$ cat src/rtl/dff_ctrl_pkg.sv
// Shared constants for the DFF write arbiter: FSM encoding and width helpers.
package dff_ctrl_pkg;

  localparam logic [1:0] IDLE  = 2'd0;
  localparam logic [1:0] GRANT = 2'd1;
  localparam logic [1:0] HOLD  = 2'd2;

  function automatic int owner_w(input int nreq);
    return (nreq < 2) ? 1 : $clog2(nreq);
  endfunction

  // A zero-length hold still needs a 1-bit counter so the RTL elaborates.
  function automatic int hold_w(input int hold_cycles);
    return (hold_cycles < 1) ? 1 : $clog2(hold_cycles + 1);
  endfunction

endpackage

$ cat src/rtl/rr_pick.sv
// Round-robin search: first set request at index >= ptr, wrapping to 0.
module rr_pick #(
  parameter int NREQ    = 4,
  parameter int OWNER_W = 2
) (
  input  logic [NREQ-1:0]    req,
  input  logic [OWNER_W-1:0] ptr,
  output logic               found,
  output logic [OWNER_W-1:0] winner
);

  logic [OWNER_W:0]   sum;
  logic [OWNER_W-1:0] idx;

  // Walk offsets from farthest to nearest so the nearest hit is the last one written.
  always_comb begin
    found  = 1'b0;
    winner = '0;
    sum    = '0;
    idx    = '0;
    for (int i = NREQ - 1; i >= 0; i--) begin
      sum = {1'b0, ptr} + (OWNER_W + 1)'(i);
      if (sum >= (OWNER_W + 1)'(NREQ)) begin
        sum = sum - (OWNER_W + 1)'(NREQ);
      end
      idx = sum[OWNER_W-1:0];
      if (req[idx]) begin
        found  = 1'b1;
        winner = idx;
      end
    end
  end

endmodule

$ cat src/rtl/dff_write_arbiter.sv
// Round-robin controller granting one requester at a time write access to a shared register.
module dff_write_arbiter
  import dff_ctrl_pkg::*;
#(
  parameter int NREQ        = 4,
  parameter int WIDTH       = 8,
  parameter int HOLD_CYCLES = 2
) (
  input  logic                       Clk,
  input  logic                       Reset,
  input  logic [NREQ-1:0]            Req,
  input  logic [NREQ*WIDTH-1:0]      D_in,
  output logic [NREQ-1:0]            Grant,
  output logic                       Ack,
  output logic [WIDTH-1:0]           Q,
  output logic                       Q_valid,
  output logic [owner_w(NREQ)-1:0]   Owner
);

  localparam int OWNER_W = owner_w(NREQ);
  localparam int HOLD_W  = hold_w(HOLD_CYCLES);

  logic [1:0]         state;
  logic [OWNER_W-1:0] ptr;
  logic [OWNER_W-1:0] win_idx;
  logic [OWNER_W-1:0] pick_idx;
  logic               pick_found;
  logic [HOLD_W-1:0]  hold_cnt;
  logic [WIDTH-1:0]   slice;

  rr_pick #(
    .NREQ    (NREQ),
    .OWNER_W (OWNER_W)
  ) u_pick (
    .req    (Req),
    .ptr    (ptr),
    .found  (pick_found),
    .winner (pick_idx)
  );

  assign slice = D_in[int'(win_idx)*WIDTH +: WIDTH];

  always_ff @(posedge Clk or posedge Reset) begin
    if (Reset) begin
      state    <= IDLE;
      ptr      <= '0;
      win_idx  <= '0;
      hold_cnt <= '0;
      Grant    <= '0;
      Ack      <= 1'b0;
      Q        <= '0;
      Q_valid  <= 1'b0;
      Owner    <= '0;
    end else begin
      Ack <= 1'b0;
      case (state)
        IDLE: begin
          if (pick_found) begin
            Grant   <= NREQ'(1) << pick_idx;
            win_idx <= pick_idx;
            state   <= GRANT;
          end
        end
        GRANT: begin
          Grant <= '0;
          // A request withdrawn during the grant cycle is an abort: nothing is captured.
          if (Req[win_idx]) begin
            Q       <= slice;
            Owner   <= win_idx;
            Q_valid <= 1'b1;
            Ack     <= 1'b1;
            ptr     <= (win_idx == OWNER_W'(NREQ - 1)) ? '0 : win_idx + 1'b1;
            if (HOLD_CYCLES == 0) begin
              state <= IDLE;
            end else begin
              hold_cnt <= '0;
              state    <= HOLD;
            end
          end else begin
            state <= IDLE;
          end
        end
        HOLD: begin
          if (hold_cnt == HOLD_W'(HOLD_CYCLES - 1)) begin
            hold_cnt <= '0;
            state    <= IDLE;
          end else begin
            hold_cnt <= hold_cnt + 1'b1;
          end
        end
        default: state <= IDLE;
      endcase
    end
  end

endmodule

$ cat config.mk
export PLATFORM = sky130hd
export DESIGN_NAME = dff_write_arbiter
export DESIGN_NICKNAME = d
export VERILOG_FILES = /design/src/rtl/dff_ctrl_pkg.sv /design/src/rtl/rr_pick.sv /design/src/rtl/dff_write_arbiter.sv
export SDC_FILE = /design/constraint.sdc
export NUM_CORES = 1
export LEC_CHECK = 0
export CAP_MARGIN = 40
export CELL_PAD_IN_SITES_DETAIL_PLACEMENT = 1
export CELL_PAD_IN_SITES_GLOBAL_PLACEMENT = 2
export CORE_MARGIN = 1
export CORE_UTILIZATION = 26
export DETAILED_ROUTE_END_ITERATION = 16
export PLACE_DENSITY_LB_ADDON = 0.1
export SETUP_SLACK_MARGIN = 0.4
export SYNTH_ARGS = -nofsm -noshare
export SYNTH_HDL_FRONTEND = slang
export SYNTH_HIERARCHICAL = 1
export SYNTH_SLANG_ARGS = --single-unit
$ cat constraint.sdc
create_clock -name Clk -period 2.2 [get_ports Clk]
set_input_delay 0.33 -clock Clk [delete_from_list [all_inputs] [get_ports Clk]]
set_output_delay 0.33 -clock Clk [all_outputs]
set_load 0.005 [all_outputs]
==> summary.txt <==
Drt
  – Met2 Wirelength: approximately 1600 µm
  – Drt pass-1 iters: 3
  – Initial DRC count: 28
  – Max layer used: met4
  – DR DRC count: 0
  – Vias per cell: roughly 4.6
  – Met1 Wirelength: 1270 µm
  – Avg WL per Cell: 14.1 µm
  – Met3 wire length: between 150 and 200 µm
  – DRT Wirelength: 3080 µm
  – Via count: 993
  – Antenna viol nets, final: 0

Setup path
  – R2r startpoint: state[1]
  – Startpoint types: input port
  – Register-to-register setup slack: 0.49 ns
  – CP startpoint: Req[3]
  – Worst path required time: 2.39 ns
  – CP endpoint kind: flip-flop
  – Crit path max fanout: 5
  – Setup CP Type: in -> reg
  – Worst Path Arrival: ~1.9 ns

Logic synthesis
  – Largest family of logic cells by synthesized area: multiplexers
  – Post-Synth Simple-Gate Area: 0.0909
  – #FFs+latches synth: 24
  – Ys Warns: 6
  – Avg Inst Size Synth: approximately 14 µm²
  – Post-synthesis adder-cell area fraction: 0.00967
  – Post-synthesis compound-gate area fraction: 0.0957
  – Post-synthesis mux area share: 0.290
  – Yosys top cell area share: 0.464
  – Top cells by area, synth: dfrtp_1 (46%), mux4_2 (14%), mux2_2 (7.0%)
  – Post-synthesis sequential area ratio: 0.464
  – Synth area leader: dfrtp_1
  – Area of the mapped netlist: 1290 µm²
  – Syn_nets: approximately 130
  – Instance count of the mapped netlist: 93
  – Post-Synth XOR/XNOR Area: 0.00677
  – Unique masters post-synth: 32

Min path
  – Min-Delay Path Class: in -> async

GRT
  – GRT Resource Usage Total: 0.128
  – Vias in the first global route: roughly 1100
  – First-pass GRT wire length: 5150 µm
  – Initial antenna violation count: 0
  – Largest net degree at the start of global routing: 25
  – Gr ovfl total: 0

Clocking
  – CTS tree: yes
  – Worst skew pair latency: 0.26 ns
  – Clock tree buffer depth: 2
  – TritonCTS Buffers: 3
  – Post-CTS Setup Bufs: 0
  – Clock root cell: clkbuf_8
  – H-tree depth: 1
  – Worst-path clk slew: 0.09 ns
  – # clock sinks: 24

Final layout
  – Register area: 602 µm²
  – Layout fillers: 523
  – Most common cell after layout, fill and taps aside: clkdlybuf4s50_1
  – Post-layout nets: 191
  – Most frequent cells in the layout: clkdlybuf4s50_1 (53), dfrtp_1 (23), mux2_2 (8), mux4_2 (8), nor2_1 (7)
  – Area growth syn-to-layout: 52.5%
  – Layout cells sized above 1: 0.252
  – Area of the multi-input gates: 648 µm²
  – Antenna diode count: 0

Place
  – Input/output buffers: 53
  – Gpl congestion: 0.692
  – Post-placement setup slack: 0.136 ns
  – DP Wirelength: 2400 µm

STA
  – Rel. slew slack: 0.747
  – Slew Limit Fails: 0
  – Worst slew pin tran: 0.369 ns
  – Final Skew: 0.00641 ns
  – Final Hold Fails: 0
  – Peak Freq: 0.581 GHz
  – Post-route setup slack: approximately 0.48 ns
  – Final setup violation count: 0
  – Minimum clock period: about 1.7 ns
  – RSZ-0062 raised after global routing: true
  – Final period utilization: 0.783
  – Fin Setup TNS: 0 ns

Floorplanning
  – Initial Utilization: 0.272
  – Vert. Die Dim: 72.5 µm
  – Die width: 72.5 µm
  – Row count: 25
  – Die Area: between 5000 and 6000 µm²
  – Top Ports: 54
  – Placeable core area: 4750 µm²

Power
  – P_leak: 0.788 nW
  – VDD IR max: around 0.41 mV
  – Pwr dens: 1210 nW/µm²

Run status
  – Outcome: finished, final reports clean

Flow run
  – MaxCap Viol Count: 0
[cell usage after synthesis]
cell	instances
a211oi_1	2
a211oi_2	1
a21o_2	1
a21oi_1	1
a22o_1	1
a22oi_1	1
a32o_1	1
a32oi_1	1
and2b_2	1
buf_12	1
buf_6	1
dfrtp_1	24
dlymetal6s2s_1	1
ha_1	1
inv_1	3
mux2_2	8
mux2_4	5
mux2i_1	3
mux4_2	8
nand2_1	5
nand2b_1	2
nand3b_1	1
nor2_1	7
nor2b_1	1
nor3_1	1
nor3b_1	2
o21ai_0	4
o21bai_1	1
o22ai_4	1
or2_2	1
or3b_4	1
xnor2_1	1
[cell type report]
| cell class | instances | area share |
|---|---|---|
| clock buffers | 4 | 0.0279 |
| inverters | 3 | 0.00571 |
| multi-input cells | 63 | 0.328 |
| flip-flops and latches | 24 | 0.305 |
| well taps | 67 | 0.0425 |
| repair buffers | 57 | 0.290 |
[cell families after synthesis]
group | count (synthesis)
multiplexers | 24
flip-flops | 24
AND/OR/NAND/NOR | 22
AO/OA/AOI/OAI | 15
buffers and inverters | 6
XOR/XNOR | 1
adder cells (fa/ha/maj) | 1
[sequential cells by signal, summed over array words and instances, names as in the netlist]
| signal | count |
|---|---|
| win_idx | 2 |
| state | 2 |
| Ack | 1 |
| Owner | 2 |
| hold_cnt | 2 |
| Q_valid | 1 |
| Q | 8 |
| ptr | 2 |
| Grant | 4 |
[stage by stage]
| step | area (µm²) | std cells | utilization | hold slack (ns) | total power [mW] |
|---|---|---|---|---|---|
| after detailed placement | 1910 | 214 | 0.401 | 0.475 | 2.12 |
| after global placement | 1910 | 214 | 0.401 | 0.453 | 2.09 |
| after floorplan | 1290 | 93 | - | 0.345 | 1.60 |
| final | 1970 | 218 | 0.415 | 0.411 | 2.39 |
| after global routing | 1970 | 218 | 0.415 | 0.444 | 2.58 |
| after CTS | 1960 | 218 | 0.413 | 0.421 | 2.43 |
[critical path, stage by stage]
cell             delay [ns]
clkdlybuf4s50_1        0.49
nand2b_1               0.19
a211oi_1               0.28
nor2_1                 0.14
nor3b_2                0.22
a22oi_1                0.09
o21ai_0                0.16
[power by group]
group	switching, mW	total [mW]	internal [mW]	leakage [nW]
Combinational	0.431	1.26	0.829	0.466
Clock	0.136	0.296	0.160	0.0288
Sequential	0.186	0.835	0.649	0.293
Total	0.753	2.39	1.64	0.788
[worst paths after layout]
path / endpoint / cells past startpoint
max: Grant[1] / 7
min: state[1] / 3
max reg2reg: Q[5] / 4
min reg2reg: Q_valid / 1
max in group asynchronous: win_idx[0] / 3
min in group Clk: Q_valid / 1
[repair_timing]
item,4_1_cts,5_1_grt
resized for setup,0,3
setup endpoints to repair,0,14
hold endpoints to repair,0,0
hold buffers,0,0
[per-layer routing]
metal | up-vias | GRT usage
li1 | 462 | -
met2 | 34 | 0.226
met1 | 495 | 0.150
met5 | - | 0
met3 | 2 | 0.0472
met4 | 0 | 0.0196
Power figures use the tool's default switching activity.
